==> src/rtl/local_config_dispatcher.sv <==
// Local config sink: decapsulates TSMP config frames into MAC, register and mapping-table writes.
// Optional LCM_CMD_CNT_EN adds saturating ok/error command counters.
module local_config_dispatcher #(
    parameter int unsigned NUM_TBL   = 4,
    parameter int unsigned TBL_AW    = 8,
    parameter int unsigned TBL_DEPTH = 256,
    parameter int unsigned TBL_DW    = 152
) (
    input  logic                 i_clk,
    input  logic                 i_rst_n,
    input  logic [133:0]         iv_data,
    input  logic                 i_data_wr,
    input  logic                 i_initial_finish,
    output logic                 o_lcm_inpkt_pulse,
    output logic [47:0]          ov_dmac,
    output logic [47:0]          ov_smac,
    output logic [7:0]           ov_chip_port_type,
    output logic [15:0]          ov_report_type,
    output logic [1:0]           ov_hcp_state,
    output logic [TBL_DW-1:0]    ov_tbl_wdata,
    output logic [TBL_AW-1:0]    ov_tbl_waddr,
    output logic [NUM_TBL-1:0]   ov_tbl_wr
`ifdef LCM_CMD_CNT_EN
    ,
    output logic [15:0]          ov_cmd_ok_cnt,
    output logic [15:0]          ov_cmd_err_cnt
`endif
);

    localparam int unsigned EXT_WORDS = (TBL_DW <= 96) ? 0 : (TBL_DW - 96 + 127) / 128;
    localparam int unsigned CW        = 96 + 128 * EXT_WORDS;
    localparam int unsigned IW        = (NUM_TBL > 1) ? $clog2(NUM_TBL) : 1;
    localparam int unsigned CNT_W     = $clog2(EXT_WORDS + 2);

    typedef enum logic [1:0] {IDLE, CMD, EXT, DROP} state_t;

    state_t            state_q, state_d;
    logic [CW-1:0]     entry_q, entry_d, entry_shift;
    logic [CNT_W-1:0]  cnt_q, cnt_d;
    logic [IW-1:0]     idx_q, idx_d, tbl_idx;
    logic [TBL_AW-1:0] addr_q, addr_d;
    logic [1:0]        hcp_reg;

    logic              wr_en;
    logic [IW-1:0]     wr_idx;
    logic [TBL_AW-1:0] wr_addr;
    logic [TBL_DW-1:0] wr_data;
    logic              head_seen, set_port, set_hcp, set_rpt, cmd_err, cmd_ok;

    logic              is_head, is_tail, is_tbl, addr_ok, last_ext;
    logic [6:0]        tgt;
    logic [23:0]       cadr;
    logic [95:0]       pld;
    logic [3:0]        unused_bits;

    assign is_head     = (iv_data[133:132] == 2'b01);
    assign is_tail     = (iv_data[133:132] == 2'b10);
    assign tgt         = iv_data[126:120];
    assign cadr        = iv_data[119:96];
    assign pld         = iv_data[95:0];
    assign unused_bits = iv_data[131:128];
    assign is_tbl      = (tgt >= 7'd2) && (32'(tgt) < NUM_TBL + 32'd2);
    assign tbl_idx     = IW'(tgt - 7'd2);
    assign addr_ok     = 32'(cadr) < TBL_DEPTH;
    assign last_ext    = (cnt_q == CNT_W'(EXT_WORDS - 1));
    // Each ext word shifts in below the payload, so the payload ends up in the top bits.
    assign entry_shift = (entry_q << 128) | CW'(iv_data[127:0]);

    always_comb begin
        state_d   = state_q;
        entry_d   = entry_q;
        cnt_d     = cnt_q;
        idx_d     = idx_q;
        addr_d    = addr_q;
        wr_en     = 1'b0;
        wr_idx    = idx_q;
        wr_addr   = addr_q;
        wr_data   = entry_q[TBL_DW-1:0];
        head_seen = 1'b0;
        set_port  = 1'b0;
        set_hcp   = 1'b0;
        set_rpt   = 1'b0;
        cmd_err   = 1'b0;
        if (i_data_wr) begin
            if (is_head) begin
                head_seen = 1'b1;
                cmd_err   = (state_q == EXT) || (state_q == DROP);
                state_d   = CMD;
            end else begin
                unique case (state_q)
                    IDLE: ;
                    CMD: begin
                        if (iv_data[127]) begin
                            if (tgt == 7'd0 && cadr == 24'd0) begin
                                set_port = 1'b1;
                            end else if (tgt == 7'd1 && cadr == 24'd0) begin
                                set_hcp = 1'b1;
                            end else if (tgt == 7'd1 && cadr == 24'd1) begin
                                set_rpt = 1'b1;
                            end else if (is_tbl && addr_ok) begin
                                if (EXT_WORDS == 0) begin
                                    wr_en   = 1'b1;
                                    wr_idx  = tbl_idx;
                                    wr_addr = TBL_AW'(cadr);
                                    wr_data = TBL_DW'(pld);
                                end else begin
                                    entry_d = CW'(pld);
                                    cnt_d   = '0;
                                    idx_d   = tbl_idx;
                                    addr_d  = TBL_AW'(cadr);
                                    state_d = EXT;
                                end
                            end else if (is_tbl) begin
                                cmd_err = 1'b1;
                                if (EXT_WORDS > 0) begin
                                    cnt_d   = '0;
                                    state_d = DROP;
                                end
                            end else begin
                                cmd_err = 1'b1;
                            end
                        end
                    end
                    EXT: begin
                        entry_d = entry_shift;
                        if (last_ext) begin
                            wr_en   = 1'b1;
                            wr_data = entry_shift[TBL_DW-1:0];
                            state_d = CMD;
                        end else begin
                            cnt_d = cnt_q + CNT_W'(1);
                        end
                    end
                    DROP: begin
                        if (last_ext) state_d = CMD;
                        else          cnt_d   = cnt_q + CNT_W'(1);
                    end
                    default: state_d = IDLE;
                endcase
                // A tail ends the frame after its own word is processed; an unfinished entry is an abort.
                if (is_tail) begin
                    if (state_d == EXT || state_d == DROP) cmd_err = 1'b1;
                    state_d = IDLE;
                end
            end
        end
        cmd_ok = set_port | set_hcp | set_rpt | wr_en;
    end

    always_ff @(posedge i_clk) begin
        if (!i_rst_n) begin
            state_q           <= IDLE;
            entry_q           <= '0;
            cnt_q             <= '0;
            idx_q             <= '0;
            addr_q            <= '0;
            hcp_reg           <= '0;
            o_lcm_inpkt_pulse <= 1'b0;
            ov_dmac           <= '0;
            ov_smac           <= '0;
            ov_chip_port_type <= 8'hff;
            ov_report_type    <= '0;
            ov_hcp_state      <= '0;
            ov_tbl_wdata      <= '0;
            ov_tbl_waddr      <= '0;
            ov_tbl_wr         <= '0;
`ifdef LCM_CMD_CNT_EN
            ov_cmd_ok_cnt     <= '0;
            ov_cmd_err_cnt    <= '0;
`endif
        end else begin
            state_q           <= state_d;
            entry_q           <= entry_d;
            cnt_q             <= cnt_d;
            idx_q             <= idx_d;
            addr_q            <= addr_d;
            o_lcm_inpkt_pulse <= head_seen;
            if (head_seen) begin
                ov_dmac <= iv_data[127:80];
                ov_smac <= iv_data[79:32];
            end
            if (set_port) ov_chip_port_type <= pld[7:0];
            if (set_hcp)  hcp_reg           <= pld[1:0];
            if (set_rpt)  ov_report_type    <= pld[15:0];
            if (!i_initial_finish)   ov_hcp_state <= 2'b00;
            else if (hcp_reg >= 2'd2) ov_hcp_state <= hcp_reg;
            else                      ov_hcp_state <= 2'b01;
            ov_tbl_wr    <= wr_en ? (NUM_TBL'(1) << wr_idx) : '0;
            ov_tbl_waddr <= wr_en ? wr_addr : '0;
            ov_tbl_wdata <= wr_en ? wr_data : '0;
`ifdef LCM_CMD_CNT_EN
            if (cmd_ok && ov_cmd_ok_cnt != 16'hffff)   ov_cmd_ok_cnt  <= ov_cmd_ok_cnt + 16'd1;
            if (cmd_err && ov_cmd_err_cnt != 16'hffff) ov_cmd_err_cnt <= ov_cmd_err_cnt + 16'd1;
`endif
        end
    end

endmodule
==> config.mk <==
export PLATFORM = sky130hd
export DESIGN_NAME = local_config_dispatcher
export DESIGN_NICKNAME = d
export VERILOG_FILES = /design/src/rtl/local_config_dispatcher.sv
export SDC_FILE = /design/constraint.sdc
export NUM_CORES = 1
export LEC_CHECK = 0
export BUFFER_PORTS_ARGS = -buffer_cell sky130_fd_sc_hd__buf_2
export CAP_MARGIN = 10
export CORE_AREA = 2 2 165 167
export DETAILED_ROUTE_END_ITERATION = 10
export DIE_AREA = 0 0 167 169
export GPL_TIMING_DRIVEN = 0
export PLACE_DENSITY = 0.76
export SETUP_SLACK_MARGIN = 0.4
export SLEW_MARGIN = 30
export SYNTH_ARGS = -nofsm -noshare
export SYNTH_HDL_FRONTEND = slang
export SYNTH_SLANG_ARGS = --single-unit
==> constraint.sdc <==
create_clock -name i_clk -period 2.3 [get_ports i_clk]
set_input_delay 0.115 -clock i_clk [delete_from_list [all_inputs] [get_ports i_clk]]
set_output_delay 0.115 -clock i_clk [all_outputs]
set_load 0.1 [all_outputs]
==> impl_summary.md, run 1 <==
Power
In this run, flip-flops and latches consume 44.3% of the power. The clock share of power is 44.1%. The internal power contribution is 9.712 mW. The switching part of the total is 26.28%. VDD sags by at most 0.7701 mV. In this run the power density over the cells is 835.3 mW/mm2. The analysis attributes to net switching a power of 3.463 mW.

In this run the static leakage power is 7.259 nW. Per report_power, the combinational group accounts for 11.6% of the total.

Setup path
The worst reg-to-reg path cell count is 6. The required time of the worst setup path is 2.75 ns. Data on the critical path arrives at its endpoint at 2.28 ns. The worst setup path is captured at a flop. The worst setup path is of the reg2reg kind.

In this run the worst path has a maximum fanout of 10. The kind of start point of the critical path is a flop.

Clocking
TritonCTS created 35 clock buffers. In this run the deepest clock path goes through 3 buffers. The insertion delay to the later sink of the worst-skew pair is 0.51 ns. TritonCTS built the clock tree. The level count of the clock H-tree is 2. The cell sitting at the root of the clock tree is a clkbuf_16.

The clock transition at the register clock pins on the worst setup and hold paths after CTS is 0.06 ns. The clock net in this run drives a total of 327 sinks.

Timing
For the final database, setup skew stands at 0.01752 ns. The tightest hold path in the finished design has a slack of 0.03160 ns. Setup total negative slack on the finished layout was measured at 0 ns.

The ratio of final minimum period to clock period is 79.55%. The number of endpoints failing setup at the final stage is 0. The final hold violation count is 0. Setup repair after global routing could not meet its margin everywhere. The transition time at the pin with the least slew margin is 0.6971 ns. The number of max-slew violations in the final report is 0. Counting I/O delays and the setup requirement, the final critical path takes 1.830 ns. Based on the critical path, the design can be clocked at up to 0.5465 GHz. The worst-case headroom to the max-slew limit is 53.53%.

Logic synthesis
The synthesized instance count is 1,089. The synthesized net count is 1,234. Counting flops with a built-in enable in the synthesized netlist gives 0. Dividing the synthesized area by the synthesized cell count gives 9.737 um2. After synthesis the cells add up to 0.01060 mm2. The commonest register cell after synthesis is dfxtp_1. After synthesis, the share of flip-flops with an asynchronous set or reset is 0%. The fraction of the yosys area taken by sequential cells is 61.73%.

The number of register bits inferred by synthesis is 327. For this run, the number of Yosys warnings is 0. The number of different library cells used by synthesis comes to 40.

Floorplanning
The starting density of the core is 40.01%. The die covers 0.02822 mm2. From bottom edge to top edge, the die measures 169 um. The floorplan has 60 rows.

The core region is 0.02650 mm2. 425 I/O pins were placed. The width of the chip is 167 um.

Cells and area
The number of flip-flops under the largest register name is 152. Cells with a size suffix above 1 make up 31.09% of the layout. The area taken by multi-input logic gates is 0.003755 mm2. The register name with the most flops is ov_tbl_wdata. From synthesis to final layout, the design area changed by 48.74%. The largest registers in the layout are ov_tbl_wdata (152), ov_dmac (48), ov_smac (48). The net count of the finished layout is 1,825. The number of filler cells placed in the layout is 2,141. Summing all flip-flop and latch instances after layout gives 0.006551 mm2.

Place
The placed wire-length estimate is 24,370 um. During placement, the flow inserted port buffers numbering 419. The global placer's final weighted congestion is 0.8386.

Global route
The maximum number of pins on one net before global-route repair is 16. Summed over all layers, the global routing overflow is 0. The met2 capacity usage during global routing is 42.91%.

The overall routing resource usage is 24.11%. The first global-routing pass estimated 53,720 um of wire. For met3 alone, demand over resource in global routing was 5.331%. The via count of the first global-routing pass is 9,893. The number of antenna violations at the first check in global routing is 4. In this run the most used layer during global routing was met2. The routing usage on met1 is 27.89%.

Detailed routing
The wire length reported by the detailed router is 35,860 um. The violation count after the first detailed-routing iteration is 497. The number of vias in the routed layout is 9,920.

The total DRC errors in the routed layout is 0. The post-detailed-route count of antenna-violating nets is 0. For this run, the detailed router's first-pass iteration total came to 7. Dividing the detail-routed via count by the number of cells gives 4.841. The mean routed wirelength per cell is 17.50 um.

Outcome
The flow ran to the end, and the final reports show no timing, DRC or antenna violations.

Flow run
Max-cap violations in this run came to 0.

Min path
Counting instances, the worst hold path has a depth of 4. The class of the most critical hold timing path is in2reg.
## final cells by class
| type | instances | area share (%) |
|---|---|---|
| buffer | 76 | 2.285 |
| multi-input combinational | 677 | 23.81 |
| timing repair buffer | 554 | 21.82 |
| inverter | 9 | 0.2142 |
| antenna | 3 | 0.04760 |
| tap | 341 | 2.705 |
| sequential | 327 | 41.54 |
| clock buffer | 42 | 6.180 |
| clock inverter | 20 | 1.412 |
## synth_stat cells, types with 2 or more instances
library cell,n,area share (%)
dfxtp_1,327,62
nand2_1,265,9.4
and2_1,161,9.5
a21oi_1,110,5.2
clkbuf_1,66,2.3
mux2i_1,52,4.9
nor2_1,22,0.78
nand3_1,13,0.61
o21ai_0,12,0.57
inv_1,8,0.28
ha_1,7,0.83
nor4_2,5,0.59
buf_1,3,0.11
buf_4,3,0.21
nand2b_1,3,0.18
and3_1,2,0.12
and4_1,2,0.17
buf_2,2,0.094
buf_6,2,0.21
nand4b_1,2,0.17
nor4_4,2,0.40
o31ai_1,2,0.14
## layer usage
metal	wire (um)	share of wire (%)	up-vias
met5	13	0.036	-
met4	1400	3.9	2
met3	2398	6.7	111
met2	17990	50	429
met1	14060	39	4699
li1	-	-	4679
## cell usage in the layout, fill, tap and decap left out, types with 14 or more instances in the layout
cell | synthesis | layout
a21oi_1 | 110 | 109
and2_1 | 161 | 161
buf_2 | 2 | 419
clkbuf_1 | 66 | 52
clkbuf_16 | 0 | 37
clkbuf_2 | 0 | 14
dfxtp_1 | 327 | 325
dlygate4sd3_1 | 0 | 129
mux2i_1 | 52 | 52
nand2_1 | 265 | 265
nor2_1 | 22 | 22
## critical path, stage by stage (launching register included)
cell and delay [ns]:
dfxtp_4 0.36, inv_1 0.09, ha_1 0.21, and4_1 0.22, clkbuf_4 0.30, clkbuf_1 0.38
and2_1 0.20
## final timing paths
| path | start | end | slack, ns |
|---|---|---|---|
| worst max register to register | state_q[0] | ov_tbl_wdata[110] | 0.47 |
| worst min register to register | addr_q[0] | ov_tbl_waddr[0] | 0.45 |
| worst min-delay path | i_data_wr | state_q[0] | 0.03 |
| worst max-delay path | state_q[0] | ov_tbl_wdata[110] | 0.47 |
## power by group through the flow
stage               Combinational (mW)  Sequential, mW  Clock, mW
global route                      1.60            5.84       6.11
CTS                               1.50            5.83       5.89
detailed placement                1.31            5.95          0
floorplan                        0.308            6.57          0
global placement                  1.30            5.95          0
finish                            1.53            5.83       5.81
## stage by stage
stage                     util (%)  cells  instance area, um2  setup WS, ns  power [mW]
after floorplan                  -   1089               10600        0.4392       6.882
after global placement       49.54   1849               13130       -0.2283       7.249
after detailed placement     49.54   1849               13130       -0.3002       7.269
after CTS                    59.21   2043               15690        0.4051       13.22
after global routing         59.52   2049               15770        0.3849       13.55
final                        59.52   2049               15770        0.4702       13.17
## cells by family (layout without fill, tap and decap cells)
group                    after synthesis  after routing  share of synthesized area, %
adder cells (fa/ha/maj)                7              7                        0.8259
AO/OA/AOI/OAI                        128            128                         6.218
flip-flops                           327            327                         61.73
AND/OR/NAND/NOR                      489            489                         22.95
buffers and inverters                 85            701                         3.280
multiplexers                          52             52                         4.909
XOR/XNOR                               1              1                       0.08261
other                                  0              3                             0
## repair_timing
action / CTS / global route
hold endpoints to repair: 286 / 0
gates resized for setup: 20 / 29
hold buffers: 129 / 0
pin swaps: 3 / 3
endpoints found under the setup margin: 251 / 107
buffers inserted: 3 / 3
(Power assumes the default switching activity.)
==> inputs of run 2 (changes only) <==
Clock period 2.3 ns to 1.8 ns, I/O delays scaled along.
==> impl_summary.md, run 2 (synthesis results as in run 1) <==
Power
Dividing total power by cell area gives a power density of 1036 mW/mm2. The total power draw is 16.69 mW. The worst-case IR drop observed on VDD is 0.8234 mV. In this run the static leakage power is 7.411 nW.

Timing
After routing, the total negative slack on setup checks comes to -0.01514 ns. The transition time at the pin with the least slew margin is 0.7081 ns. The maximum clock frequency is 0.5509 GHz. The number of max-slew violations in the final report was 0.

Setup repair after global routing could not meet its margin everywhere. The ratio of final minimum period to clock period is 100.8%. The worst clock skew is 0.01950 ns. The number of endpoints failing setup at the final stage is 1. The worst-case headroom to the max-slew limit is 52.79%. On the final layout, the worst hold slack is 0.02778 ns.

In the post-route analysis, the smallest setup slack over all paths is -0.01514 ns. The final hold violation count was 0. The final period demand of the worst path is 1.815 ns.

Setup path
The arrival time at the worst endpoint is 2.26 ns. For this design, the slowest cell found on the critical path is or4_1. The kind of start point of the critical path is a flop. The flop-to-flop setup slack is -0.02 ns. The kind of cell with the highest combined delay along the critical path is simple AND/OR/NAND/NOR gates.

The required time of the worst setup path is 2.25 ns. The path type of the worst setup path is reg2reg. The signal on the critical path passes through inv_2, ha_1, o21ai_1, nand4b_1, buf_4, or4_1, a21oi_2.

The number of cells on the worst reg-to-reg path is 7. STA classifies the critical path endpoint as a flop. The critical register-to-register path endpoint is cnt_q[0]. In this design, the stage delay of the slowest critical-path cell is 0.41 ns. The highest net fanout along the worst path is 4. The buffers plus inverters on the worst setup path is 2. The startpoint identified for the worst register-to-register timing path is state_q[0].

Cells and area
In the final layout, the registers with the most flip-flops are ov_tbl_wdata (152), ov_dmac (48), ov_smac (48). The synthesis-to-layout area growth is 52.02%. The register with the most flip-flops in the layout has 152 of them. The register name with the most flops is ov_tbl_wdata. Cells with a size suffix above 1 make up 32.44% of the layout. The net count of the finished layout is 1,831. In the layout the commonest cells are buf_2 (419), dfxtp_1 (325), nand2_1 (264).

The leading cell type in the layout, fill and taps excluded is buf_2.

Floorplanning
From left edge to right edge, the die measures 167 um. The floorplan step defined a core boundary enclosing 0.02650 mm2. The floorplan die area is 0.02822 mm2. The starting density of the core is 40.01%. Measured along the y axis, the die boundary spans 169 um. The initialized floorplan defines 60 standard-cell rows. 425 I/O pins were placed.

Clocking
The insertion delay to the later sink of the worst-skew pair is 0.51 ns. In this run the clock root is driven by a clkbuf_16. The clock passes through at most 3 buffers.

Clock tree synthesis inserted a total of 35 buffers. The tree built by TritonCTS fans out to 327 sinks. The clock tree from TritonCTS is done. The H-tree was split into 2 levels. After clock tree synthesis, the clock-pin slew on the worst setup and hold paths is 0.07 ns.

Global route
The final global-route overflow total is 0. Entering global routing, the biggest net connects 14 pins. The first global-routing pass estimated 55,440 um of wire. The number of antenna violations at the first check in global routing is 2.

Across every metal layer, demand over resource in global routing totals 24.97%. The via count of the first global-routing pass is 10.05k.

Detailed routing
The pre-antenna-repair detailed-routing pass consisted of 5 iterations. In the routed design, unresolved DRC markers number 0. Using the TritonRoute via totals, the vias-per-cell ratio works out to 4.849. The number of vias in the routed layout is 9,955. In this run the remaining antenna-violating nets after routing total 0. The first routing iteration left 546 violations. Summed over all layers, the routed wires come to 37,230 um.

The mean routed wirelength per cell is 18.14 um.

Place
Once detailed placement completed, the half-perimeter wirelength came to 24,370 um. The count of buffers added on input and output ports is 419. The global placer's final weighted congestion is 0.8465.

Min path
For hold timing, the worst endpoint is state_q[1]. The launch instance of the worst min-delay path is iv_data[133]. The worst hold path cell count is 4. The class of the most critical hold timing path is in2reg.

Outcome
The final reports fail on negative setup slack. The flow ran to the end, but the final reports show violations.

Flow run
The total of max-cap violations is 0.
[run 2: cell types whose count changed in the layout (fill, tap and decap cells not counted), moves of 3 or more]
cell	previous run	this run
clkinv_2	9	3
clkbuf_16	37	41
o21ai_0	11	2
clkbuf_2	14	8
o21ai_2	0	4
clkinvlp_4	3	0
clkbuf_1	52	48
bufinv_16	4	1
clkbuf_8	3	25
buf_8	0	3
o21ai_1	1	6
[run 2: layout make-up]
type / instances / area, um2
diodes: 1 / 2.502
plain buffers: 76 / 600.6
clock buffers: 56 / 1087
clock inverters: 6 / 62.56
fillers: 2098 / 10380
inverters: 9 / 36.28
multi-input cells: 677 / 3834
flip-flops and latches: 327 / 6554
well taps: 341 / 426.7
repair buffers: 560 / 3517
[run 2: how the worst max path moves through the flow]
stage                             from                  to  slack, ns  cells past startpoint
after floorplan             state_q[1]  ov_report_type[10]       0.02                      7
after global placement    iv_data[133]         ov_dmac[45]      -0.51                      9
after detailed placement  iv_data[133]         ov_dmac[37]      -0.49                      9
after CTS                   state_q[1]   ov_report_type[5]      -0.05                      8
after global routing        state_q[0]            cnt_q[0]      -0.09                      7
final                       state_q[0]            cnt_q[0]      -0.02                      7
[run 2: report_power, final]
group	switching (mW)	total [mW]	internal (mW)	leakage, nW
registers	0.0699	7.46	7.39	2.64
logic	1.43	2.05	0.619	4.20
clock network	2.90	7.19	4.29	0.567
[run 2: through the flow]
| step | instances | setup WS (ns) | util (%) | area, um2 |
|---|---|---|---|---|
| floorplan | 1089 | 0.01627 | - | 10660 |
| global placement | 1849 | -0.5100 | 49.73 | 13180 |
| detailed placement | 1849 | -0.4943 | 49.73 | 13180 |
| CTS | 2047 | -0.04616 | 60.19 | 15950 |
| global route | 2053 | -0.08974 | 60.83 | 16120 |
| finish | 2053 | -0.01514 | 60.83 | 16120 |
[run 2: timing repair]
action,CTS,global route
endpoints found under the setup margin,284,338
pin swaps,4,1
hold buffers,130,0
setup buffers,5,4
resized for setup,73,42
hold endpoints to repair,288,0
gates cloned,1,1
[run 2: routing by layer]
metal	track usage, %	up-vias	routed length (um)
li1	-	4698	-
met1	28.40	4716	14440
met2	44.62	435	18660
met3	5.728	104	2558
met4	11.32	2	1553
met5	0	-	16
[run 2: tightest hold or removal path, stage by stage]
cell and delay (ns):
buf_2 0.09, ha_1 0.13, a221oi_2 0.08, mux2i_1 0.11
==> inputs of run 3 (changes only) <==
Settings changed: ABC_AREA from default to 1, CORE_AREA 2 2 165 167 to 2 2 164 166, DIE_AREA 0 0 167 169 to 0 0 166 168, PLACE_DENSITY 0.76 to 0.77.
==> impl_summary.md, run 3 <==
Timing
The ratio of final minimum period to clock period is 92.81%. Final hold analysis gives a worst-case slack of 0.02632 ns. After layout, the minimum clock period comes to 1.671 ns. The worst path meets setup with 0.1293 ns of slack.

On the final layout, the worst clock skew is 0.02214 ns. Setup repair after global routing could not meet its margin everywhere. Headroom to the max-slew limit came out at 53.81%.

The number of max-slew violations in the final report is 0. For this run, the top clock speed supported by timing is 0.5986 GHz. The transition time at the pin with the least slew margin is 0.6929 ns. Setup violations remaining at the end of the flow were counted as 0. The final hold violation count is 0.

Logic synthesis
In the synthesized netlist, the cells that appear most often are dfxtp_1 (327), nor2_1 (292), inv_1 (197). The commonest register cell after synthesis is dfxtp_1. The synthesized instance count is 1,267. Summing every instance area after synthesis gives 0.01054 mm2. The most common cell in the synthesized netlist is dfxtp_1.

Averaged over all synthesized cells, the footprint is 8.317 um2. The number of enable flip-flop cells after synthesis is 0. In this run, synthesis produced a sequential element count of 327. Synthesis instantiated 24 different standard cells from the library. The mux share of post-synthesis cell area is 0%. Of the total synthesized cell area, the portion taken by full adders, half adders and majority gates is 0.8312%. The main combinational cell family by area after synthesis is simple AND/OR/NAND/NOR gates.

When the netlist entered floorplanning its net count stood at 1,412. The top-area cell type share of the netlist area is 62.12%. Summed over all instances, the cell type with the most area after synthesis is dfxtp_1.

The synthesized netlist devotes 15.90% of its cell area to simple gates. For this run, the number of Yosys warnings is 0. The synthesized netlist devotes 0% of its cell area to XOR and XNOR gates. After synthesis, the share of flip-flops with an asynchronous set or reset is 0%. Summing the areas of all compound-gate instances in the mapped netlist gives 11.00% of the synthesized area. Ranked by total cell area, the synthesized netlist is headed by dfxtp_1 (62%), nor2_1 (10%), inv_1 (7.0%), o21ai_0 (5.2%), a21oi_1 (4.9%). Sequential cells were found to cover 62.12% of the synthesized design area.

Cells and area
The register name with the most flops is ov_tbl_wdata. The largest registers in the layout are ov_tbl_wdata (152), ov_dmac (48), ov_smac (48). The final layout contains 2,026 nets. From synthesis to final layout, the design area changed by 60.77%. Of the cells placed in the final design, the portion with a size suffix greater than 1 is 35.88%. The leading cell type in the layout, fill and taps excluded is buf_2.

The register with the most flip-flops in the layout has 152 of them. The final instance count without filler cells is 2,242. In the layout the commonest cells are buf_2 (366), dfxtp_1 (325), nor2_1 (205).

Place
The placed wire-length estimate is 24,100 um. The number of buffers added on ports is 419. OpenSTA, run right after detailed placement, puts the worst setup slack at -0.3729 ns. Once placement completed, the tool counted placed cells totaling 2,027. The global placer's final weighted congestion is 0.8512.

Clocking
After clock tree synthesis, the clock-pin slew on the worst setup and hold paths is 0.06 ns. TritonCTS built the clock tree. The root buffer cell is clkbuf_16.

The insertion delay to the later sink of the worst-skew pair is 0.52 ns. The buffer levels on the longest clock path is 3. Counting every sink on the clock net gives 327.

Clock tree synthesis inserted a total of 35 buffers. The level count of the clock H-tree is 2.

Global route
The via count of the first global-routing pass is 10.89k. The overall routing resource usage is 25.41%. The first global-routing pass estimated 56,680 um of wire. The number of antenna violations at the first check in global routing is 3. Global routing finished with a remaining overflow of 0.

The maximum number of pins on one net before global-route repair is 14.

Detailed routing
The total DRC errors in the routed layout is 0. The wire length reported by the detailed router is 38,840 um. The mean routed wirelength per cell is 17.33 um. The number of vias in the routed layout is 10.70k. The detailed-routing iteration count for the pre-antenna-repair pass is 5.

Once detail routing completed, the nets flagged for antenna violations numbered 0. The average via count per standard cell is 4.773. The violation count after the first detailed-routing iteration is 720.

Setup path
The required time of the worst setup path is 2.23 ns. Among cell families on the critical path, the largest total delay comes from buffers and inverters. The signal on the critical path passes through inv_4, ha_4, clkbuf_16, o211ai_1, nand3_4, buf_6, clkbuf_16, nand2_1, nand2_1, nor2_1.

In this run the worst path has a maximum fanout of 5. For the worst setup path, the data arrival time is 2.10 ns. The worst reg-to-reg path cell count is 10. The cell at the slowest stage of the critical path is dfxtp_4. Counting buffers and inverters, the worst setup path is 10 cells deep. The category of the worst setup path capture point is a flop. The setup path with the least slack is of type reg2reg. The worst setup path is launched from a flop. The maximum single-stage delay on the critical path is 0.37 ns.

Together, buffers and inverters on the worst path number 4.

Power
Summed over all cells, the static leakage comes to 8.653 nW. The worst-case IR drop observed on VDD is 0.8290 mV. The power density over the cells is 1032 mW/mm2. The total power draw is 17.49 mW.

Outcome
The run finished with clean final reports.

Floorplanning
The total I/O pin count is 425. From bottom edge to top edge, the die measures 168 um. The floorplan die area is 0.02789 mm2. The site row count is 60.

The die is 166 um wide. Once the floorplan was initialized, standard cells occupied 39.99% of the core. The region available for standard cell placement spans 0.02635 mm2.

Min path
The class of the most critical hold timing path is in2reg. The worst hold path was traced through 5 stages.

Flow run
The total of max-cap violations is 0.
run 3: cell count changes in the layout (fill, tap and decap cells not counted), sizes merged, moves of 52 or more:
cell | before | now
and2 | 161 | 0
inv | 10 | 205
mux2i | 52 | 0
nand2 | 265 | 117
nor2 | 22 | 293
o21ai | 12 | 109
run 3: where the power goes:
group	switching (mW)	internal, mW
Combinational	2.11	0.829
Sequential	0.101	7.48
Clock	2.85	4.13
run 3: path summary, 6_finish.rpt:
path	start	to	slack (ns)
worst min-delay path	iv_data[133]	state_q[1]	0.03
worst max register to register	state_q[1]	entry_q[8]	0.13
worst max-delay path	state_q[1]	entry_q[8]	0.13
worst min register to register	addr_q[2]	ov_tbl_waddr[2]	0.43
run 3: cells by family (layout without fill, tap and decap cells):
kind of cell | after synthesis | count (layout)
AOI/OAI and AO/OA | 225 | 225
adders and majority gates | 7 | 7
buffers and inverters | 275 | 906
DFF | 327 | 327
other | 0 | 3
and+or+nand+nor | 433 | 433
run 3: through the flow:
stage,instance area (um2),setup TNS (ns),util (%)
2_1_floorplan,10620,0,-
3_3_place_gp,13140,-41.75,49.86
3_5_place_dp,13140,-59.35,49.86
4_1_cts,16220,0,61.57
5_1_grt,16940,0,64.27
6_report,16940,0,64.29
run 3: worst register-to-register path, delay by kind of cell (launching register included):
family	cells	cell delay, ns
flops	1	0.37
compound gates	1	0.15
buf+inv	4	0.51
simple gates	4	0.39
fa+ha+maj	1	0.16
run 3: cell type report:
cell class              instances  area (um2)
diodes                          3       7.507
clock buffers                  46       987.2
plain buffers                  73       700.7
flip-flops and latches        327        6551
repair buffers                576        3948
fillers                      1951        9409
repair inverters                1       6.256
well taps                     341       426.7
inverters                     202       763.2
multi-input cells             665        3443
clock inverters                 8       107.6
run 3: timing repair:
item,4_1_cts,5_1_grt
cloned,9,3
gates resized for setup,129,237
hold endpoints to repair,287,0
pin swaps,22,34
hold buffers,133,0
buffers inserted,11,2
endpoints found under the setup margin,332,292
run 3: per-layer routing:
| metal | wire length, um | track usage [%] | up-vias |
|---|---|---|---|
| met5 | 0 | 0 | - |
| met4 | 1792 | 12.85 | 0 |
| met3 | 2690 | 5.994 | 122 |
| met2 | 19540 | 45.57 | 510 |
| met1 | 14820 | 28.19 | 4989 |
| li1 | - | - | 5081 |
